`src/rtl/ct_spsram_256x59_arb.sv`:
```
// Round-robin two-requester front end for a single-port 256x59 SRAM macro.
// Optional post-reset zero sweep of the array is built when CT_SPSRAM_ARB_INIT_EN is defined.
module ct_spsram_256x59_arb #(
  parameter int ADDR_WIDTH = 8,
  parameter int DATA_WIDTH = 59,
  parameter int DEPTH      = 256
) (
  input  logic                  CLK,
  input  logic                  RST,
  input  logic                  req0_vld,
  input  logic                  req0_wr,
  input  logic [ADDR_WIDTH-1:0] req0_addr,
  input  logic [DATA_WIDTH-1:0] req0_wdata,
  input  logic [DATA_WIDTH-1:0] req0_wmask,
  output logic                  req0_rdy,
  input  logic                  req1_vld,
  input  logic                  req1_wr,
  input  logic [ADDR_WIDTH-1:0] req1_addr,
  input  logic [DATA_WIDTH-1:0] req1_wdata,
  input  logic [DATA_WIDTH-1:0] req1_wmask,
  output logic                  req1_rdy,
  output logic                  rsp0_vld,
  output logic                  rsp1_vld,
  output logic [DATA_WIDTH-1:0] rsp_rdata,
  output logic                  busy,
  output logic [ADDR_WIDTH-1:0] ram_a,
  output logic [DATA_WIDTH-1:0] ram_d,
  output logic                  ram_cen,
  output logic                  ram_gwen,
  output logic [DATA_WIDTH-1:0] ram_wen,
  input  logic [DATA_WIDTH-1:0] ram_q
);

  if (DEPTH != (1 << ADDR_WIDTH)) begin : g_depth_chk
    $error("DEPTH must equal 2**ADDR_WIDTH");
  end

  logic                  init_act;
  logic [ADDR_WIDTH-1:0] init_addr;

`ifdef CT_SPSRAM_ARB_INIT_EN
  typedef enum logic {ST_INIT, ST_IDLE} state_t;
  state_t                state_q;
  logic [ADDR_WIDTH-1:0] cnt_q;

  // Sweep one entry per cycle; wrapping back to 0 ends the sweep.
  always_ff @(posedge CLK) begin
    if (RST) begin
      state_q <= ST_INIT;
      cnt_q   <= '0;
    end else begin
      case (state_q)
        ST_INIT: begin
          cnt_q <= cnt_q + 1'b1;
          if (cnt_q == {ADDR_WIDTH{1'b1}}) state_q <= ST_IDLE;
        end
        default: state_q <= ST_IDLE;
      endcase
    end
  end

  assign init_act  = ~RST & (state_q == ST_INIT);
  assign init_addr = cnt_q;
  assign busy      = RST | (state_q == ST_INIT);
`else
  assign init_act  = 1'b0;
  assign init_addr = '0;
  assign busy      = 1'b0;
`endif

  // last1_q=1 means requester 1 won the last contested or uncontested grant.
  logic last1_q;
  logic rsp0_q, rsp1_q;
  logic open_slot, gnt0, gnt1;

  assign open_slot = ~RST & ~init_act;
  assign gnt0      = open_slot & req0_vld & (~req1_vld | last1_q);
  assign gnt1      = open_slot & req1_vld & (~req0_vld | ~last1_q);
  assign req0_rdy  = gnt0;
  assign req1_rdy  = gnt1;

  always_comb begin
    ram_cen  = 1'b1;
    ram_gwen = 1'b1;
    ram_wen  = '1;
    ram_a    = '0;
    ram_d    = '0;
    if (init_act) begin
      ram_cen  = 1'b0;
      ram_gwen = 1'b0;
      ram_wen  = '0;
      ram_a    = init_addr;
    end else if (gnt0) begin
      ram_cen = 1'b0;
      ram_a   = req0_addr;
      if (req0_wr) begin
        ram_gwen = 1'b0;
        ram_d    = req0_wdata;
        ram_wen  = ~req0_wmask;
      end
    end else if (gnt1) begin
      ram_cen = 1'b0;
      ram_a   = req1_addr;
      if (req1_wr) begin
        ram_gwen = 1'b0;
        ram_d    = req1_wdata;
        ram_wen  = ~req1_wmask;
      end
    end
  end

  always_ff @(posedge CLK) begin
    if (RST) begin
      last1_q <= 1'b1;
      rsp0_q  <= 1'b0;
      rsp1_q  <= 1'b0;
    end else begin
      if (gnt0 | gnt1) last1_q <= gnt1;
      rsp0_q <= gnt0 & ~req0_wr;
      rsp1_q <= gnt1 & ~req1_wr;
    end
  end

  // Gating with RST drops a response that was in flight when reset hit.
  assign rsp0_vld  = rsp0_q & ~RST;
  assign rsp1_vld  = rsp1_q & ~RST;
  assign rsp_rdata = ram_q;

endmodule

```
`config.mk`:
```
export PLATFORM = sky130hd
export DESIGN_NAME = ct_spsram_256x59_arb
export DESIGN_NICKNAME = d
export VERILOG_FILES = /design/src/rtl/ct_spsram_256x59_arb.sv
export SDC_FILE = /design/constraint.sdc
export NUM_CORES = 1
export LEC_CHECK = 0
export CORE_AREA = 2 2 199 201
export CTS_CLUSTER_SIZE = 16
export DETAILED_ROUTE_END_ITERATION = 7
export DIE_AREA = 0 0 201 203
export SETUP_SLACK_MARGIN = 0.15
export SYNTH_ARGS = -nofsm -noshare
export SYNTH_HDL_FRONTEND = slang
export SYNTH_SLANG_ARGS = --single-unit
```
`constraint.sdc`:
```
create_clock -name CLK -period 4.75 [get_ports CLK]
set_input_delay 1.1875 -clock CLK [delete_from_list [all_inputs] [get_ports CLK]]
set_output_delay 1.1875 -clock CLK [all_outputs]
set_load 0.005 [all_outputs]
```
Yosys cells after proc, flatten, opt, wreduce, memory -nomap -nowiden. Index checks and enable logic that the tools add are counted.

Multiplexer cells: 16. Bitwise gates (word level): 19.

Operators by type and width (count): $mux 59 (8); $not 59->59 (2); $mux 8 (2); $and 1x1->1 (8); $mux 1 (6); $not 1->1 (6); $or 1x1->1 (3).

Bits of input ports: 317. Output and inout port bits: 192. Register bits: 3.

Logic depth before layout (Yosys ltp). Gate-level depths: netlist of the first run.

Word-level depth: 5. Mapped depth: 5. Depth with buffers taken out: 3.

Worst setup path after synthesis of the first run. Ideal clock, no wire load.

Kind: input to output. Start: input port req1_vld. End: output port ram_d[10]. Setup slack: 1.503 ns. Arrival time: 2.059 ns. Path buffers: 2. Required time: 3.563 ns. Stages on the path: 5. Path through: nor2b_4 nor4bb_4 buf_4 buf_6 a22o_1.

Cells in the longest elaborated chain, start to end: 4. Elaborated cells between the ends (all ways): 7. Classes of those cells: 2 x mux; 5 x bitwise.

RTL lines: from (decl) (line 16) `input logic req1_vld,`; $and 1x1->1 / $not 1->1 (equally long branches) (line 78, 77); $and 1x1->1 / $or 1x1->1 (equally long branches) (line 78, 77); $mux 59 / $and 1x1->1 (equally long branches) (line 101, 77); $mux 59 (*) (line 93) `end else if (gnt0) begin`; to (decl) (line 27) `output logic [DATA_WIDTH-1:0] ram_d,`.

Every way passes the cells marked *; elsewhere a longest branch is shown, timed or not.

Final worst setup path of the first run.
Start: input port req1_vld. End: output port ram_wen[20].

Cells in the longest elaborated chain, start to end: 4. Elaborated cells between the ends (all ways): 7. Classes of those cells: 2 x mux; 5 x bitwise.

RTL lines: $and 1x1->1 / $not 1->1 (equally long branches) (line 78, 77); $and 1x1->1 / $or 1x1->1 (equally long branches) (line 78, 77); $mux 59 / $and 1x1->1 (equally long branches) (line 101, 77); $mux 59 (*) (line 93); to (decl) (line 30) `output logic [DATA_WIDTH-1:0] ram_wen,`.

Marked as above.

==> results of run 1 <==
## per-stage QoR
step,util (%),instance area (um2),instances,setup WS [ns]
6_report,15.7,6030,1070,0.221
2_1_floorplan,-,1880,231,1.50
5_1_grt,15.7,6030,1070,0.138
3_3_place_gp,15.4,5920,1062,0.244
4_1_cts,15.6,5990,1066,0.210
3_5_place_dp,15.4,5920,1062,0.208
## cells by family (layout without fill, tap and decap cells)
group | Yosys count | count (layout) | synth area share, %
DFF | 3 | 3 | 3.20
and+or+nand+nor | 12 | 12 | 5.79
other | 1 | 1 | 0.200
buffers and inverters | 87 | 408 | 35.4
AOI/OAI and AO/OA | 128 | 128 | 55.5
## registers in the layout, summed over array words and instances, names as in the netlist
signal   flops
rsp0_q       1
rsp1_q       1
last1_q      1
## final cells by class
class | count | area share (%)
clock buffers | 4 | 1.31
multi-input cells | 141 | 19.2
flip-flops and latches | 3 | 0.995
well taps | 518 | 10.7
repair buffers | 404 | 67.8
## worst max path at each step
stage,from,to,slack (ns),depth (start not counted)
after floorplan,req1_vld,ram_d[10],1.50,5
after global placement,RST,ram_d[23],0.24,6
after detailed placement,RST,ram_d[23],0.21,6
after CTS,RST,ram_d[23],0.21,6
after global routing,req1_vld,ram_wen[25],0.14,7
final,req1_vld,ram_wen[20],0.22,7
## tightest hold or removal path: stages (launching register included)
cell and delay [ns]:
dfxtp_1 0.38, o21ai_0 0.11, nand2b_1 0.08
## power breakdown
group	total, mW	switching [mW]	internal (mW)
registers	0.0275	0.000851	0.0267
clock network	0.131	0.0209	0.111
logic	0.426	0.114	0.311
total	0.585	0.136	0.448
## metal layers
layer	up-vias	GRT usage, %	part of all wire, %
li1	1509	-	-
met4	4	2.57	3.6
met1	1472	6.23	34
met2	299	12.6	51
met3	32	2.25	11
met5	-	0	0.15
## repair_timing
| item | in CTS | in global routing |
|---|---|---|
| endpoints found under the setup margin | 0 | 29 |
| hold endpoints to repair | 0 | 0 |
| setup buffers | 0 | 3 |
| resized for setup | 0 | 1 |
## synth_stat cells, drive strengths merged
| library cell | count | area share (%) |
|---|---|---|
| nor2 | 1 | 0.20 |
| o21bai | 1 | 0.40 |
| nand2 | 1 | 0.20 |
| nand2b | 1 | 0.33 |
| nor3b | 1 | 0.67 |
| nor4bb | 1 | 1.3 |
| o21ai | 1 | 0.27 |
| nor2b | 5 | 2.1 |
| conb | 1 | 0.20 |
| a22oi | 59 | 24 |
| a22o | 67 | 31 |
| and3b | 1 | 0.47 |
| clkbuf | 1 | 0.20 |
| and4b | 1 | 0.53 |
| dfxtp | 3 | 3.2 |
| buf | 86 | 35 |
## placed cells by master (no fill, tap or decap)
| cell | count |
|---|---|
| a22oi_1 | 59 |
| clkdlybuf4s50_1 | 388 |
| buf_6 | 1 |
| a22o_1 | 67 |
| nor4bb_4 | 1 |
| buf_12 | 5 |
| dfxtp_1 | 3 |
| o21ai_0 | 1 |
| clkbuf_16 | 4 |
| clkbuf_1 | 1 |
| nor2b_1 | 4 |
| nor3b_2 | 1 |
| o21bai_1 | 1 |
| nor2b_4 | 1 |
| nand2b_1 | 1 |
| and3b_1 | 1 |
| nor2_1 | 1 |
| conb_1 | 1 |
| and4b_4 | 1 |
| buf_4 | 9 |
| nand2_1 | 1 |
==> reports/qor.txt, run 1 <==
FF-to-FF path depth = 3
Area delta synth->final = 221%
Run status = completed
CORE AREA = 0.0385 mm2
Min Tclk post-route = 4.53 ns
Flop2flop setup slack = 3.62 ns
Drt via density = 3.10
Part of the cycle the worst path needs = 95.3%
Syn Nets = 548
RSZ-0062 raised after global routing = yes
Synth Warn # = 0
Number of synthesized register bits = 3
Row count = 72
Largest net degree at the start of global routing = 71
DRC viols = 0
Hold path endpoint = last1_q$_SDFFE_PP1P_
Hold Buf Count CTS = 0
# port buffers = 389
Leakage Power = 2.01 nW
Slowest CP cell = clkdlybuf4s50_1
Syn_area_per_cell = 8.14 um2
Worst-case hold slack = 0.600 ns
Final Power = 0.585 mW
Min-Delay Startpoint = last1_q$_SDFFE_PP1P_
CP required = 3.56 ns
CTS buffer count = 3
Crit path cell chain = clkdlybuf4s50_1, nor2b_4, nor4bb_4, buf_4, buf_12, a22oi_1, clkdlybuf4s50_1
DRT Wirelength = 15100 um
First-pass GRT wire length = 20200 um
Register Area = 60.1 um2
R2R Path End = rsp1_q$_SDFF_PP0_
Arr. time, crit path = 3.34 ns
Crit start category = input pin
Clock Root Buffer = clkbuf_16
# setup viols final = 0
Post-DP HPWL = 13100 um
Routed len/inst = 14.1 um
TNS Setup = 0 ns
DIE AREA = 0.0408 mm2
Grt ovf = 0
Fill cells = 4368
Reg clk slew, reported paths = 0.03 ns
Clock Sinks = 3
Post-route ant nets = 0
WP buf/inv = 4
Share of layout cells above drive strength 1 = 4.17%
RePlAce Congestion = 0.925
Worst-path fanout max = 49
All-layer global routing usage = 6.49%
Kind of critical path = input pin to primary output
Die Ht = 203 um
# diodes = 0
Reg2reg start = last1_q$_SDFFE_PP1P_
Synth Instances = 231
TritonCTS clock tree = built
Max stage delay on crit path = 0.57 ns
H-tree levels = 1
Hold Crit Depth = 2
Final Slew Violations = 0
DR vias = 3316
Clk buf depth = 2
Antenna violations before repair = 2
Drt initial violations = 126
TritonRoute pass-1 iters = 4
Pwr dens = 96.9 mW/mm2
# IOs = 509
Vias in the first global route = 3277
Peak Freq = 221 MHz
Kind of cell adding the most delay to the critical path = buffers and inverters
Final Hold Violating Endpoints = 0
Worst skew pair latency = 0.22 ns
Clock skew = 0.00109 ns
Critical Path End Type = primary output
Area occupied by multi-input gates = 0.00116 mm2
Max VDD drop = 85.3 uV
Maxcap violations = 0
Synth unique cells = 19
Post-Syn Area = 0.00188 mm2
Min-delay worst type = flop to flop
Cell mode on critical path = clkdlybuf4s50_1
Nets = 870
Seq/Total Area, Yosys = 3.20%
Die X = 201 um
Initial Util = 4.89%
(Power assumes the default switching activity.)
==> run 2: changes to the inputs <==
--- a/config.mk
+++ b/config.mk
@@ -9,7 +9,9 @@
 export CTS_CLUSTER_SIZE = 16
 export DETAILED_ROUTE_END_ITERATION = 7
 export DIE_AREA = 0 0 201 203
+export PLACE_DENSITY_LB_ADDON = 0.05
 export SETUP_SLACK_MARGIN = 0.15
+export SKIP_LAST_GASP = 1
 export SYNTH_ARGS = -nofsm -noshare
 export SYNTH_HDL_FRONTEND = slang
 export SYNTH_SLANG_ARGS = --single-unit
==> reports/qor.txt, run 2 (synthesis results as in run 1) <==
Run status = completed
# IOs = 509
RSZ-0062 raised after global routing = no
DRC viols = 0
Reg clk slew, reported paths = 0.03 ns
Clock skew = 0.000697 ns
Post-route ant nets = 0
Final Slew Violations = 0
Die X = 201 um
Most frequent cells in the layout = 388 x clkdlybuf4s50_1, 67 x a22o_1, 59 x a22oi_1
Worst skew pair latency = 0.22 ns
Clock Sinks = 3
Kind of cell adding the most delay to the critical path = buffers and inverters
Initial Util = 4.89%
Min Tclk post-route = 4.48 ns
Routed len/inst = 15.8 um
CP required = 3.56 ns
Drt initial violations = 86
Met3 GRT Util = 3.42%
Crit path cell chain = clkdlybuf4s50_1, nor2b_4, nor4bb_4, buf_4, buf_6, a22o_1, clkdlybuf4s50_1
Reg power frac = 4.8%
Kind of critical path = input pin to primary output
Drt via density = 3.04
Largest net degree at the start of global routing = 61
CP startpoint = req1_vld
TritonCTS clock tree = built
CORE AREA = 0.0385 mm2
Die Ht = 203 um
FF-to-FF path depth = 3
Peak Freq = 223 MHz
Power Internal = 0.444 mW
Antenna violations before repair = 0
All-layer global routing usage = 7.36%
Nets = 863
Non-filler cells, final = 1063
Sw frac = 23.1%
Min-delay worst type = flop to flop
Cell mode on critical path = clkdlybuf4s50_1
# port buffers = 389
Met1 Use GR = 7.18%
Worst-path fanout max = 29
Gr busiest metal = met2
Crit start category = input pin
Final Hold Violating Endpoints = 0
Part of the cycle the worst path needs = 94.3%
Clk buf depth = 2
Commonest non-fill, non-tap cell in the layout = clkdlybuf4s50_1
Critical Path End Type = primary output
DRT Wirelength = 16800 um
Crit path depth = 7
Clock Root Buffer = clkbuf_16
Reg2reg start = last1_q$_SDFFE_PP1P_
DIE AREA = 0.0408 mm2
Row count = 72
WP buf/inv = 4
Clk pwr share = 22.8%
Max stage delay on crit path = 0.51 ns
RePlAce Congestion = 0.743
First-pass GRT wire length = 23000 um
DR vias = 3231
Dpl cells = 1056
Comb pwr share = 72.4%
Flop2flop setup slack = 3.66 ns
Area delta synth->final = 217%
CTS buffer count = 3
Grt ovf = 0
Biggest regs = last1_q (1), rsp0_q (1), rsp1_q (1)
Pwr dens = 96.9 mW/mm2
NetSw = 0.133 mW
Maxcap violations = 0
Slowest CP cell = clkdlybuf4s50_1
Post-DP HPWL = 14000 um
Vias in the first global route = 3443
R2R Path End = rsp1_q$_SDFF_PP0_
Met2 usage = 14.1%
Share of layout cells above drive strength 1 = 2.75%
TritonRoute pass-1 iters = 4
Worst-case hold slack = 0.586 ns
Leakage Power = 1.98 nW
# setup viols final = 0
Arr. time, crit path = 3.29 ns
Critical Path End = ram_d[17]
Max VDD drop = 59.0 uV
Hold Buf Count CTS = 0
# diodes = 0
H-tree levels = 1
TNS Setup = 0 ns
run 2: cell count changes in the layout (fill, tap and decap cells not counted):
cell | previous run | this run
buf_4 | 9 | 3
buf_12 | 5 | 3
dlymetal6s2s_1 | 0 | 1
run 2: area by class of cell:
class / instances / area, um2
tap: 518 / 648
sequential: 3 / 60.1
fill: 4381 / 32500
clock buffer: 4 / 78.8
multi-input combinational: 141 / 1160
timing repair buffer: 397 / 4020
run 2: what timing repair did:
item                                   in CTS  in global routing
buffers inserted                            0                  2
pin swaps                                   1                  1
endpoints found under the hold margin       0                  0
setup endpoints to repair                   5                 32
gates cloned                                0                  1
resized for setup                           0                  2
run 2: worst min path at each step:
stage / startpoint / to / slack [ns] / depth (start not counted)
final: last1_q$_SDFFE_PP1P_ / last1_q$_SDFFE_PP1P_ / 0.59 / 2
after floorplan: last1_q$_SDFFE_PP1P_ / last1_q$_SDFFE_PP1P_ / 0.54 / 2
after global routing: last1_q$_SDFFE_PP1P_ / last1_q$_SDFFE_PP1P_ / 0.65 / 2
after detailed placement: last1_q$_SDFFE_PP1P_ / last1_q$_SDFFE_PP1P_ / 0.58 / 2
after global placement: last1_q$_SDFFE_PP1P_ / last1_q$_SDFFE_PP1P_ / 0.60 / 2
after CTS: last1_q$_SDFFE_PP1P_ / last1_q$_SDFFE_PP1P_ / 0.59 / 2
run 2: tightest hold or removal path: cells and delay by family, from the launching register on:
kind,cells,cell delay (ns)
flops,1,0.37
simple gates,1,0.07
compound gates,1,0.11
run 2: power groups by stage:
stage / sequential (mW) / combinational [mW] / clock [mW]
after floorplan: 0.0277 / 0.126 / 0
after global placement: 0.0279 / 0.425 / 0
after detailed placement: 0.0278 / 0.421 / 0
after CTS: 0.0275 / 0.424 / 0.134
after global routing: 0.0276 / 0.448 / 0.137
final: 0.0275 / 0.418 / 0.132
run 2: per-layer routing:
layer | part of all wire [%] | wire, um
met1 | 33 | 5610
met2 | 53 | 8840
met3 | 12 | 2030
met4 | 1.6 | 276
met5 | 0 | 0
run 2: per-stage QoR:
stage          setup WS (ns)  power [mW]  cell area (um2)  utilization, %
6_report               0.272       0.578             5960            15.5
3_5_place_dp           0.138       0.449             5850            15.2
2_1_floorplan           1.50       0.154             1880               -
5_1_grt                0.146       0.612             5960            15.5
3_3_place_gp           0.135       0.453             5850            15.2
4_1_cts                0.161       0.585             5930            15.4
